### config.mk
export PLATFORM = sky130hd
export DESIGN_NAME = cdb_arbiter
export DESIGN_NICKNAME = d
export VERILOG_FILES = /design/src/rtl/cdb_arbiter_pkg.sv /design/src/rtl/cdb_src_fifo.sv /design/src/rtl/cdb_arbiter.sv
export SDC_FILE = /design/constraint.sdc
export NUM_CORES = 1
export LEC_CHECK = 0
export BUFFER_PORTS_ARGS = -buffer_cell sky130_fd_sc_hd__buf_4
export CAP_MARGIN = 5
export CORE_AREA = 4 4 158 160
export CTS_BUF_LIST = sky130_fd_sc_hd__clkbuf_8 sky130_fd_sc_hd__clkbuf_16
export CTS_CLUSTER_DIAMETER = 150
export DETAILED_ROUTE_END_ITERATION = 7
export DIE_AREA = 0 0 162 164
export PLACE_DENSITY_LB_ADDON = 0.15
export SYNTH_ARGS = -nofsm -noshare
export SYNTH_HDL_FRONTEND = slang
export SYNTH_HIERARCHICAL = 1
export SYNTH_SLANG_ARGS = --single-unit
### constraint.sdc
create_clock -name clk_in -period 4.86 [get_ports clk_in]
set_input_delay 0.486 -clock clk_in [delete_from_list [all_inputs] [get_ports clk_in]]
set_output_delay 0.486 -clock clk_in [all_outputs]
set_load 0.05 [all_outputs]
### src/rtl/cdb_arbiter_pkg.sv
// Shared constants and types for the CDB arbiter slice.
package cdb_arbiter_pkg;

  // ROB id width seen across the core; the arbiter parameter must match it
  localparam int CFG_ROB_SIZE_BIT = 4;

  // Producer indices on the common data bus
  localparam int CDB_SRC_ALU = 0;
  localparam int CDB_SRC_LSB = 1;
  localparam int CDB_SRC_BRU = 2;
  localparam int CDB_SRC_BIT = 2;
  localparam int CDB_N_SRC   = 3;
  localparam int CDB_DATA_W  = 32;

  // Result of one round-robin scan
  typedef struct packed {
    logic                   vld;
    logic [CDB_SRC_BIT-1:0] idx;
  } cdb_gnt_t;

  // Round-robin successor of a granted source, wrapping at n
  function automatic logic [CDB_SRC_BIT-1:0] rr_next(input logic [CDB_SRC_BIT-1:0] g,
                                                     input int n);
    return (int'(g) == n - 1) ? '0 : g + CDB_SRC_BIT'(1);
  endfunction

endpackage

### src/rtl/cdb_src_fifo.sv
// Small per-producer result FIFO with push, pop, flush and registered count.
module cdb_src_fifo
  import cdb_arbiter_pkg::*;
#(
  parameter int DEPTH = 2,
  parameter int WIDTH = 36
) (
  input  logic                     i_clk,
  input  logic                     i_rst_n,
  input  logic                     i_en,
  input  logic                     i_push,
  input  logic                     i_pop,
  input  logic                     i_flush,
  input  logic [WIDTH-1:0]         i_din,
  output logic [WIDTH-1:0]         o_head,
  output logic [$clog2(DEPTH):0]   o_count
);

  localparam int AW = $clog2(DEPTH);
  localparam int CW = AW + 1;

  logic [DEPTH-1:0][WIDTH-1:0] r_mem;
  logic [AW-1:0]               r_wr_ptr;
  logic [AW-1:0]               r_rd_ptr;
  logic [CW-1:0]               r_count;

  // Storage: written on accepted push only; contents need no reset
  always_ff @(posedge i_clk) begin
    if (i_en && i_push && !i_flush) r_mem[r_wr_ptr] <= i_din;
  end

  // Pointers and occupancy; DEPTH is a power of 2 so pointers wrap naturally
  always_ff @(posedge i_clk) begin
    if (!i_rst_n) begin
      r_wr_ptr <= '0;
      r_rd_ptr <= '0;
      r_count  <= '0;
    end else if (i_en) begin
      if (i_flush) begin
        r_wr_ptr <= '0;
        r_rd_ptr <= '0;
        r_count  <= '0;
      end else begin
        if (i_push) r_wr_ptr <= r_wr_ptr + AW'(1);
        if (i_pop)  r_rd_ptr <= r_rd_ptr + AW'(1);
        r_count <= r_count + CW'(i_push) - CW'(i_pop);
      end
    end
  end

  assign o_head  = r_mem[r_rd_ptr];
  assign o_count = r_count;

endmodule

### src/rtl/cdb_arbiter.sv
// Round-robin arbiter sharing one registered CDB broadcast among N_SRC producers.
module cdb_arbiter
  import cdb_arbiter_pkg::*;
#(
  parameter int N_SRC        = CDB_N_SRC,
  parameter int FIFO_DEPTH   = 2,
  parameter int ROB_SIZE_BIT = CFG_ROB_SIZE_BIT
) (
  input  logic                          clk_in,
  input  logic                          rst_in,
  input  logic                          rdy_in,
  input  logic                          rob_clear,
  input  logic [N_SRC-1:0]              src_valid,
  input  logic [N_SRC*32-1:0]           src_value,
  input  logic [N_SRC*ROB_SIZE_BIT-1:0] src_rob_id,
  output logic [N_SRC-1:0]              src_ready,
  output logic                          cdb_valid,
  output logic [31:0]                   cdb_value,
  output logic [ROB_SIZE_BIT-1:0]       cdb_rob_id,
  output logic [CDB_SRC_BIT-1:0]        cdb_src,
  output logic                          arb_idle
);

  localparam int EW = CDB_DATA_W + ROB_SIZE_BIT;
  localparam int CW = $clog2(FIFO_DEPTH) + 1;

  logic [N_SRC-1:0][EW-1:0]          w_din;
  logic [N_SRC-1:0][EW-1:0]          w_head;
  logic [N_SRC-1:0][CW-1:0]          w_count;
  logic [N_SRC-1:0]                  w_push;
  logic [N_SRC-1:0]                  w_pop;
  logic [N_SRC-1:0]                  w_nonempty;
  logic [N_SRC-1:0][CDB_SRC_BIT-1:0] w_scan_idx;
  cdb_gnt_t                          w_gnt;
  logic [EW-1:0]                     w_gnt_data;

  logic                              r_cdb_valid;
  logic [31:0]                       r_cdb_value;
  logic [ROB_SIZE_BIT-1:0]           r_cdb_rob_id;
  logic [CDB_SRC_BIT-1:0]            r_cdb_src;
  logic [CDB_SRC_BIT-1:0]            r_rr_ptr;

  // A flush cycle neither accepts nor pops; the FIFOs are cleared instead.
  // Ready comes from the registered count only, so a full FIFO popping now stays not-ready.
  for (genvar i = 0; i < N_SRC; i++) begin : g_src
    assign w_din[i]      = {src_value[32*i +: 32], src_rob_id[ROB_SIZE_BIT*i +: ROB_SIZE_BIT]};
    assign src_ready[i]  = (w_count[i] != CW'(FIFO_DEPTH));
    assign w_nonempty[i] = (w_count[i] != '0);
    assign w_push[i]     = rdy_in & ~rob_clear & src_valid[i] & src_ready[i];
    assign w_pop[i]      = rdy_in & ~rob_clear & w_gnt.vld & (w_gnt.idx == CDB_SRC_BIT'(i));
    assign w_scan_idx[i] = CDB_SRC_BIT'((int'(r_rr_ptr) + i) % N_SRC);

    cdb_src_fifo #(
      .DEPTH (FIFO_DEPTH),
      .WIDTH (EW)
    ) u_fifo (
      .i_clk   (clk_in),
      .i_rst_n (rst_in),
      .i_en    (rdy_in),
      .i_push  (w_push[i]),
      .i_pop   (w_pop[i]),
      .i_flush (rob_clear),
      .i_din   (w_din[i]),
      .o_head  (w_head[i]),
      .o_count (w_count[i])
    );
  end

  // Scan heads starting at rr_ptr and grant the first non-empty one
  always_comb begin
    w_gnt      = '0;
    w_gnt_data = '0;
    for (int k = 0; k < N_SRC; k++) begin
      if (!w_gnt.vld && w_nonempty[w_scan_idx[k]]) begin
        w_gnt.vld  = 1'b1;
        w_gnt.idx  = w_scan_idx[k];
        w_gnt_data = w_head[w_scan_idx[k]];
      end
    end
  end

  // Registered broadcast and round-robin pointer; data regs hold when nothing is granted
  always_ff @(posedge clk_in) begin
    if (!rst_in) begin
      r_cdb_valid  <= 1'b0;
      r_cdb_value  <= '0;
      r_cdb_rob_id <= '0;
      r_cdb_src    <= '0;
      r_rr_ptr     <= '0;
    end else if (rdy_in) begin
      if (rob_clear) begin
        r_cdb_valid <= 1'b0;
        r_rr_ptr    <= '0;
      end else if (w_gnt.vld) begin
        r_cdb_valid  <= 1'b1;
        r_cdb_value  <= w_gnt_data[EW-1 -: CDB_DATA_W];
        r_cdb_rob_id <= w_gnt_data[ROB_SIZE_BIT-1:0];
        r_cdb_src    <= w_gnt.idx;
        r_rr_ptr     <= rr_next(w_gnt.idx, N_SRC);
      end else begin
        r_cdb_valid <= 1'b0;
      end
    end
  end

  assign cdb_valid  = r_cdb_valid;
  assign cdb_value  = r_cdb_value;
  assign cdb_rob_id = r_cdb_rob_id;
  assign cdb_src    = r_cdb_src;
  assign arb_idle   = ~r_cdb_valid & ~(|w_nonempty);

endmodule

==> results.py, run 1 <==
metrics = {
    "run_status": {
        "outcome": "finished, final reports clean",
    },
    "finish": {
        "multi_input_combinational_cell_area_mm2": 0.004986,
        "finish.net_count": 1166,
        "stdcell_area_mm2": 0.01517,
        "syn_to_final_growth_pct": 17.87,
        "n_fill_cell": 1777,
        "most-common-layout-cells": "edfxtp_1 (216), buf_4 (165), mux2_2 (126)",
        "regArea_mm2": 0.007551,
        "insertedDiodeCount": 0,
        "drive_above_1_share_pct": 39.70,
        "most_common_library_cell_in_the_layout_ignoring_fill_and_taps": "edfxtp_1",
    },
    "grt": {
        "grt_overflow_total": 0,
        "vias_in_the_first_global_route": 8286,
        "grt_start_max_net_pins": 82,
        "grt_antenna_before_repair": 0,
        "track_usage_pct": 22.99,
        "grt_first_pass_wirelength_um": 47580,
    },
    "synth": {
        "synthesis_stage_register_bit_count": 269,
        "yosys.area.top_type": "edfxtp_1",
        "ys_top_cells_by_area": "edfxtp_1 (50%), mux2_2 (11%), dfxtp_1 (8.2%)",
        "synth-async-reset-ratio_pct": 0,
        "syn_inst": 904,
        "avgSynthCellArea_um2": 14.24,
        "dominant_combinational_cell_family_by_area_after_synthesis": "multiplexers",
        "primary_ff_master_synth": "edfxtp_1",
        "synth.lib_cells_used.distinct": 58,
        "synth-compound-area-share_pct": 11.19,
        "post_synth_fa_ha_maj_area_fraction_pct": 0.9719,
        "syn-cell-area_mm2": 0.01287,
        "sequential_share_of_the_synthesized_area_pct": 58.63,
        "yosys_warnings": 6,
        "synthXorXnorAreaFrac_pct": 0.2041,
        "synth_enable_flop_cells": 216,
        "synthMuxAreaShare_pct": 20.12,
        "synth_fp_nets": 1029,
        "synth_simple_gate_area_share_pct": 5.812,
        "synth_top_area_share_pct": 50.38,
    },
    "clock_network": {
        "clock_insertion_delay_worst_skew_ns": 0.54,
        "worst_setup_hold_path_clk_slew_ns": 0.07,
        "postCtsHoldBufs": 0,
        "cts_sinks": 269,
        "postCtsResizedCells": 0,
        "cts_root_buf": "clkbuf_16",
        "post-cts-setup-buffers": 0,
        "h-tree-depth": 1,
        "ctsLongestPathBuffers": 3,
        "tritoncts.num_buffers": 28,
        "tritoncts_clock_tree": "yes",
    },
    "sta": {
        "setup_repair_after_global_routing_missed_its_margin": "no",
        "finalClockSkew_ns": 0.007834,
        "setup-violations-final": 0,
        "fin_crit_sh_pct": 78.51,
        "setup_tns_ns": 0,
        "final-max-slew-violation-count": 0,
        "max_freq_ghz": 0.2621,
        "tightest_slew_ns": 1.254,
        "hold_violations": 0,
        "final_period_minus_worst_setup_slack_ns": 3.815,
        "worst_slew_margin_rel_pct": 16.38,
    },
    "drt": {
        "detail-route-antenna-nets": 0,
        "drcViolationCount": 0,
        "drtPass1Iterations": 5,
        "postRouteWirelength_um": 31550,
        "route.detailed.vias_per_inst": 6.094,
        "detailroute.via_count": 8422,
        "wl_per_cell_um": 22.83,
        "drt_iter0_markers": 778,
    },
    "power_and_ir_drop": {
        "static-leakage-power_uw": 0.005400,
        "power.share.sequential_pct": 50.6,
        "total_power_uw": 4963,
        "internal_power_uw": 3923,
        "power_frac_comb_pct": 5.8,
        "power.clock.fraction_pct": 43.7,
        "p_per_area_mw_per_mm2": 327.1,
        "power.switching_fraction_pct": 20.94,
        "max-vdd-ir-drop_v": 0.0003029,
        "switch_pwr_uw": 1039,
    },
    "worst_setup_path": {
        "worst_ep_required_time_ns": 5.32,
        "cp_cell_sequence": "inv_1, ha_4, nand2b_2, o22ai_2, or3_1, o22a_1, and3_1, ha_1, inv_1, ha_1, xor2_1, nand4b_1, o211ai_1",
        "cpLargestDelayFamily": "adder cells",
        "cp.buffers_inverters": 2,
        "crit_type": "reg2reg",
        "max_stage_delay_ns": 0.85,
        "worstSetupEndpointType": "flop",
        "crit_path_max_fanout": 81,
        "startpoint_class": "flop",
        "slowest_cell_on_the_critical_path": "ha_4",
        "timing.critical_path.arrival_ns": 4.27,
    },
    "floorplan": {
        "chipHeight_um": 164,
        "die_area_mm2": 0.02657,
        "core.rowCount": 56,
        "floorplan.die.width_um": 162,
        "floorplan.core_area_mm2": 0.02340,
        "io-pin-count": 158,
        "start_util_pct": 55.01,
    },
    "placed_design": {
        "placedInstanceArea_mm2": 0.01423,
        "gpl.final_weighted_congestion": 0.8216,
        "io_buffer_count": 157,
        "dp_hpwl_um": 19000,
    },
    "worst_hold_path": {
        "hp-class": "in2reg",
    },
    "job": {
        "maxCapViolCount": 0,
    },
}
==> metal layers <==
metal	track usage [%]	routed length (µm)	vias up
met5	0	0	-
met4	6.151	729	0
met3	3.614	2254	58
met2	38.34	15320	329
met1	31.75	13250	4218
li1	-	-	3817
==> flip-flops by register name, indices dropped and copies added (netlist names) <==
name / cells
g_src.u_fifo/o_count: 6
g_src.u_fifo/r_rd_ptr: 3
r_rr_ptr: 2
cdb_src: 2
g_src.u_fifo/r_mem: 216
cdb_value: 32
g_src.u_fifo/r_wr_ptr: 3
cdb_valid: 1
cdb_rob_id: 4
==> stage by stage <==
| step | utilization [%] | std cells | setup WS, ns | hold slack, ns |
|---|---|---|---|---|
| after global placement | 60.81 | 1330 | 1.129 | 0.4558 |
| after detailed placement | 60.81 | 1330 | 1.062 | 0.4687 |
| after floorplan | - | 904 | 1.847 | 0.4468 |
| after CTS | 64.84 | 1382 | 1.042 | 0.1162 |
| final | 64.84 | 1382 | 1.045 | 0.1328 |
| after global routing | 64.84 | 1382 | 0.7440 | 0.1116 |
==> cell usage after synthesis (3+ instances only) <==
cell and count:
edfxtp_1 216, mux2_2 126, mux2_4 54, dfxtp_1 53
nand2_1 44, o21ai_0 44, a21oi_1 41, nand3_1 38
a221o_1 36, a22oi_1 36, mux2i_1 36, clkbuf_1 23
inv_1 15, buf_2 14, buf_6 14, nand3b_1 13
ha_1 10, and3_1 7, buf_1 7, nand2b_1 5
nor2b_1 5, a2bb2oi_1 4, nor2_1 4, nor4_1 4
a21boi_0 3, a21boi_1 3, and2b_1 3, nand4b_1 3
nor2_4 3, o211ai_1 3, o21ba_2 3, xor2_1 3
==> power by group through the flow <==
stage                     Sequential (µW)  Combinational (µW)  Clock (µW)
after floorplan                      2560                 142           0
after global placement               2560                 278           0
after detailed placement             2560                 283           0
after CTS                            2510                 284        2190
after global routing                 2510                 305        2320
final                                2510                 286        2170
==> final cells by class <==
class,instances,area share [%]
sequential,269,49.76
multi-input combinational,562,32.86
timing repair buffer,165,8.163
clock buffer,29,4.782
tap,319,2.630
clock inverter,23,1.435
inverter,15,0.3710
==> logic make-up after synthesis <==
| logic type | count (synthesis) |
|---|---|
| mux | 216 |
| flops | 269 |
| fa+ha+maj | 10 |
| xor+xnor | 3 |
| simple gates | 138 |
| compound gates | 195 |
| buf+inv | 73 |
==> worst register-to-register path, cell delays in order, from the launching register on <==
cell and delay, ns:
dfxtp_1 0.40, inv_1 0.12, ha_4 0.86, nand2b_2 0.37
o22ai_2 0.17, or3_1 0.48, o22a_1 0.24, and3_1 0.23
ha_1 0.29, inv_1 0.05, ha_1 0.14, xor2_1 0.18
nand4b_1 0.12, o211ai_1 0.09
==> final timing paths <==
kind,from,endpoint,slack [ns],cells past startpoint
max reg2reg,r_rr_ptr[0],g_src[0].u_fifo/o_count[1],1.04,13
max,r_rr_ptr[0],g_src[0].u_fifo/o_count[1],1.04,13
min,src_value[84],g_src[2].u_fifo/r_mem[60],0.13,1
min reg2reg,g_src[2].u_fifo/r_wr_ptr,g_src[2].u_fifo/r_wr_ptr,0.47,2
Power figures use the tool's default switching activity.
==> run 2: changes to the inputs <==
- clock period: 4.86 -> 3.9 ns (I/O delays scaled with it)
==> results.py, run 2 (synthesis gave the netlist of run 1 again) <==
metrics = {
    "finish": {
        "syn_to_final_growth_pct": 19.39,
        "drive_above_1_share_pct": 40.52,
        "largest_reg_flops": 216,
        "most-common-layout-cells": "edfxtp_1 (216), buf_4 (177), mux2_2 (126)",
        "most_common_library_cell_in_the_layout_ignoring_fill_and_taps": "edfxtp_1",
        "finish.net_count": 1184,
        "max_flop_register": "g_src.u_fifo/r_mem",
    },
    "power_and_ir_drop": {
        "switch_pwr_uw": 1289,
        "power.switching_fraction_pct": 20.82,
        "max-vdd-ir-drop_v": 0.0004463,
        "internal_power_uw": 4901,
        "static-leakage-power_uw": 0.005512,
        "power.clock.fraction_pct": 43.5,
        "p_per_area_mw_per_mm2": 402.7,
        "power.share.sequential_pct": 50.5,
        "power_frac_comb_pct": 5.9,
    },
    "drt": {
        "wl_per_cell_um": 23.00,
        "postRouteWirelength_um": 32220,
        "detailroute.via_count": 8469,
        "route.detailed.vias_per_inst": 6.045,
        "drcViolationCount": 0,
        "drt_iter0_markers": 697,
        "drtPass1Iterations": 5,
        "detail-route-antenna-nets": 0,
    },
    "worst_hold_path": {
        "hp-class": "in2reg",
    },
    "worst_setup_path": {
        "crit_path_max_fanout": 20,
        "crit_type": "reg2reg",
        "startpoint_class": "flop",
        "worstSetupEndpointType": "flop",
        "worst_ep_required_time_ns": 4.36,
        "timing.critical_path.arrival_ns": 3.84,
    },
    "clock_network": {
        "clock_insertion_delay_worst_skew_ns": 0.53,
        "post-cts-setup-buffers": 0,
        "tritoncts_clock_tree": "yes",
        "ctsLongestPathBuffers": 3,
        "cts_sinks": 269,
        "h-tree-depth": 1,
        "tritoncts.num_buffers": 29,
        "worst_setup_hold_path_clk_slew_ns": 0.06,
        "postCtsResizedCells": 0,
        "cts_root_buf": "clkbuf_16",
        "postCtsHoldBufs": 0,
    },
    "floorplan": {
        "die_area_mm2": 0.02657,
        "floorplan.die.width_um": 162,
        "chipHeight_um": 164,
        "floorplan.core_area_mm2": 0.02340,
        "core.rowCount": 56,
        "io-pin-count": 158,
        "start_util_pct": 55.01,
    },
    "placed_design": {
        "io_buffer_count": 157,
        "gpl.final_weighted_congestion": 0.8510,
        "dp_hpwl_um": 20310,
    },
    "grt": {
        "vias_in_the_first_global_route": 8694,
        "grt_start_max_net_pins": 38,
        "grt_antenna_before_repair": 1,
        "track_usage_pct": 23.70,
        "grt_first_pass_wirelength_um": 49200,
        "grt_overflow_total": 0,
    },
    "sta": {
        "fin_hold_ws_ns": 0.03855,
        "hold_violations": 0,
        "finalClockSkew_ns": 0.01177,
        "fin_crit_sh_pct": 86.56,
        "max_freq_ghz": 0.2962,
        "final-max-slew-violation-count": 0,
        "final_period_minus_worst_setup_slack_ns": 3.376,
        "setup_repair_after_global_routing_missed_its_margin": "no",
        "worst_slew_margin_rel_pct": 28.53,
        "tightest_slew_ns": 1.072,
        "setup-violations-final": 0,
        "setup_tns_ns": 0,
    },
    "run_status": {
        "outcome": "finished, final reports clean",
    },
    "job": {
        "maxCapViolCount": 0,
    },
}
[run 2: worst max-delay path: stages, from the launching register on]
cell and delay [ns]:
dfxtp_1 0.41, inv_1 0.10, ha_2 0.35, nor3_1 0.39, a211oi_4 0.10, buf_4 0.22, o41ai_4 0.48, inv_1 0.14
and3_1 0.22, ha_1 0.30, inv_1 0.06, ha_1 0.14, xor2_1 0.18, nand4b_1 0.12, o211ai_1 0.09
[run 2: path summary, 6_finish.rpt]
kind / from / slack [ns] / depth (start not counted) / to
worst max-delay path: r_rr_ptr[1] / 0.52 / 14 / g_src[0].u_fifo/o_count[1]
worst min-delay path: src_value[62] / 0.04 / 1 / g_src[1].u_fifo/r_mem[34]
worst max register to register: r_rr_ptr[1] / 0.52 / 14 / g_src[0].u_fifo/o_count[1]
worst min register to register: g_src[2].u_fifo/r_wr_ptr / 0.47 / 2 / g_src[2].u_fifo/r_wr_ptr
[run 2: per-layer routing]
metal	wire length (µm)	global-route usage, %	vias to the layer above
met5	0	0	-
met4	692	7.228	0
met3	2135	4.090	61
met2	15670	39.36	356
met1	13730	32.22	4193
li1	-	-	3859
[run 2: final cells by class]
type                       count  area, µm²
clock buffer                  33      780.7
clock inverter                20      165.2
sequential                   269       7551
antenna                        1      2.502
inverter                      15      56.30
fill                        1767       8033
multi-input combinational    562       4986
tap                          319      399.1
timing repair buffer         182       1429
[run 2: power by group through the flow]
stage / Combinational [µW] / Clock, µW / Sequential [µW]
floorplan: 176 / 0 / 3200
global placement: 357 / 0 / 3190
detailed placement: 364 / 0 / 3190
CTS: 365 / 2730 / 3130
global route: 394 / 2880 / 3130
finish: 368 / 2700 / 3130
[run 2: per-stage QoR]
stage | power [µW] | cell area [µm²] | utilization, % | setup slack [ns] | instances
2_1_floorplan | 3371 | 12870 | - | 0.8871 | 904
3_5_place_dp | 3551 | 14420 | 61.62 | 0.5615 | 1347
4_1_cts | 6225 | 15370 | 65.67 | 0.5391 | 1400
6_report | 6189 | 15370 | 65.68 | 0.5240 | 1401
3_3_place_gp | 3543 | 14420 | 61.62 | 0.6291 | 1347
5_1_grt | 6395 | 15370 | 65.68 | 0.3001 | 1401
==> run 3: changes to the inputs <==
- PLACE_DENSITY: unset -> 0.77
- PLACE_DENSITY_LB_ADDON: 0.15 -> unset
==> results.py, run 3 (synthesis gave the netlist of run 1 again) <==
metrics = {
    "drt": {
        "drcViolationCount": 0,
        "drt_iter0_markers": 1067,
        "postRouteWirelength_um": 32220,
        "wl_per_cell_um": 23.08,
        "drtPass1Iterations": 6,
        "detail-route-antenna-nets": 0,
        "route.detailed.vias_per_inst": 6.151,
        "detailroute.via_count": 8587,
    },
    "finish": {
        "fin_cells": 1396,
        "syn_to_final_growth_pct": 18.34,
        "max_flop_register": "g_src.u_fifo/r_mem",
        "largest_reg_flops": 216,
        "drive_above_1_share_pct": 40.11,
        "finish.net_count": 1181,
        "most-common-layout-cells": "edfxtp_1 (216), buf_4 (179), mux2_2 (126)",
        "utilization_of_the_core_after_routing_pct": 65.10,
        "stdcell_area_mm2": 0.01523,
        "n_fill_cell": 1709,
        "insertedDiodeCount": 0,
        "most_common_library_cell_in_the_layout_ignoring_fill_and_taps": "edfxtp_1",
    },
    "clock_network": {
        "postCtsResizedCells": 0,
        "ctsLongestPathBuffers": 3,
        "tritoncts.num_buffers": 28,
        "clock_insertion_delay_worst_skew_ns": 0.53,
        "cts_root_buf": "clkbuf_16",
        "tritoncts_clock_tree": "yes",
        "h-tree-depth": 1,
        "postCtsHoldBufs": 0,
        "post-cts-setup-buffers": 0,
        "worst_setup_hold_path_clk_slew_ns": 0.06,
        "cts_sinks": 269,
    },
    "floorplan": {
        "floorplan.core_area_mm2": 0.02340,
        "die_area_mm2": 0.02657,
        "floorplan.die.width_um": 162,
        "start_util_pct": 55.01,
        "core.rowCount": 56,
        "io-pin-count": 158,
        "chipHeight_um": 164,
    },
    "sta": {
        "final_period_minus_worst_setup_slack_ns": 3.396,
        "max_freq_ghz": 0.2944,
        "tightest_slew_ns": 1.115,
        "finalClockSkew_ns": 0.01328,
        "fin_crit_sh_pct": 87.09,
        "hold_violations": 0,
        "setup-violations-final": 0,
        "final-max-slew-violation-count": 0,
        "worst_slew_margin_rel_pct": 25.51,
        "fin_hold_ws_ns": 0.03689,
        "setup_repair_after_global_routing_missed_its_margin": "no",
        "setup_tns_ns": 0,
    },
    "power_and_ir_drop": {
        "static-leakage-power_uw": 0.005470,
        "p_per_area_mw_per_mm2": 395.1,
        "internal_power_uw": 4753,
        "switch_pwr_uw": 1266,
        "power.switching_fraction_pct": 21.03,
        "power.share.sequential_pct": 52.0,
        "power.clock.fraction_pct": 42.0,
        "power_frac_comb_pct": 6.0,
        "max-vdd-ir-drop_v": 0.0004165,
    },
    "worst_setup_path": {
        "cp.buffers_inverters": 4,
        "cpLargestDelayFamily": "adder cells",
        "slowest_cell_on_the_critical_path": "o41ai_4",
        "cp_cell_sequence": "inv_1, ha_4, buf_4, o32ai_2, o41ai_4, inv_1, and3_1, ha_1, inv_1, ha_1, xor2_1, nand4b_1, o211ai_1",
        "critPathMostFrequentCell": "inv_1",
        "startpoint_class": "flop",
        "worstSetupEndpointType": "flop",
        "crit_type": "reg2reg",
        "timing.critical_path.arrival_ns": 3.86,
        "crit_path_max_fanout": 27,
        "worst_ep_required_time_ns": 4.36,
        "max_stage_delay_ns": 0.54,
    },
    "placed_design": {
        "placedInstanceArea_mm2": 0.01436,
        "gpl.final_weighted_congestion": 0.8826,
        "dp_hpwl_um": 20790,
        "place_inst": 1345,
        "io_buffer_count": 157,
    },
    "grt": {
        "track_usage_pct": 23.65,
        "grt_start_max_net_pins": 37,
        "grt_overflow_total": 0,
        "vias_in_the_first_global_route": 8639,
        "grt_antenna_before_repair": 0,
        "grt_first_pass_wirelength_um": 49260,
    },
    "job": {
        "maxCapViolCount": 0,
    },
    "run_status": {
        "outcome": "finished, final reports clean",
    },
    "worst_hold_path": {
        "hp-class": "in2reg",
    },
}
-- run 3: cell types whose count changed in the layout (fill, tap and decap cells not counted), sizes merged --
cell,before,now
clkinvlp,1,0
clkinv,10,11
clkbuf,33,29
bufinv,3,2
buf,182,180
inv,21,24
diode,1,0
-- run 3: worst paths after layout --
kind	to	cells after the start	slack [ns]	startpoint
hold / removal	g_src[2].u_fifo/r_mem[47]	1	0.04	src_value[71]
setup / recovery	g_src[0].u_fifo/o_count[1]	13	0.50	r_rr_ptr[0]
setup reg to reg	g_src[0].u_fifo/o_count[1]	13	0.50	r_rr_ptr[0]
hold reg to reg	g_src[1].u_fifo/r_wr_ptr	2	0.48	g_src[1].u_fifo/r_wr_ptr
-- run 3: metal layers --
metal,vias up,wire length (µm),track usage (%)
met5,-,0,0
met3,42,2525,4.492
li1,3858,-,-
met2,394,15820,39.99
met4,0,518,5.229
met1,4293,13360,32.15
-- run 3: stage by stage --
stage | power [µW] | setup slack [ns]
5_1_grt | 6218 | 0.2287
3_5_place_dp | 3545 | 0.5549
4_1_cts | 6065 | 0.5381
6_report | 6018 | 0.5036
2_1_floorplan | 3371 | 0.8871
3_3_place_gp | 3537 | 0.6243
-- run 3: power groups by stage --
stage / Combinational (µW) / Sequential, µW / Clock (µW)
CTS: 360 / 3130 / 2580
finish: 364 / 3130 / 2530
floorplan: 176 / 3200 / 0
global placement: 350 / 3190 / 0
detailed placement: 358 / 3190 / 0
global route: 387 / 3130 / 2700
-- run 3: layout make-up --
class / instances / area (µm²) / share of cell area (%)
clock inverters: 22 / 152.6 / 1.002
multi-input cells: 562 / 4986 / 32.73
repair buffers: 180 / 1364 / 8.952
inverters: 15 / 56.30 / 0.3696
well taps: 319 / 399.1 / 2.620
clock buffers: 29 / 725.7 / 4.763
flip-flops and latches: 269 / 7551 / 49.56
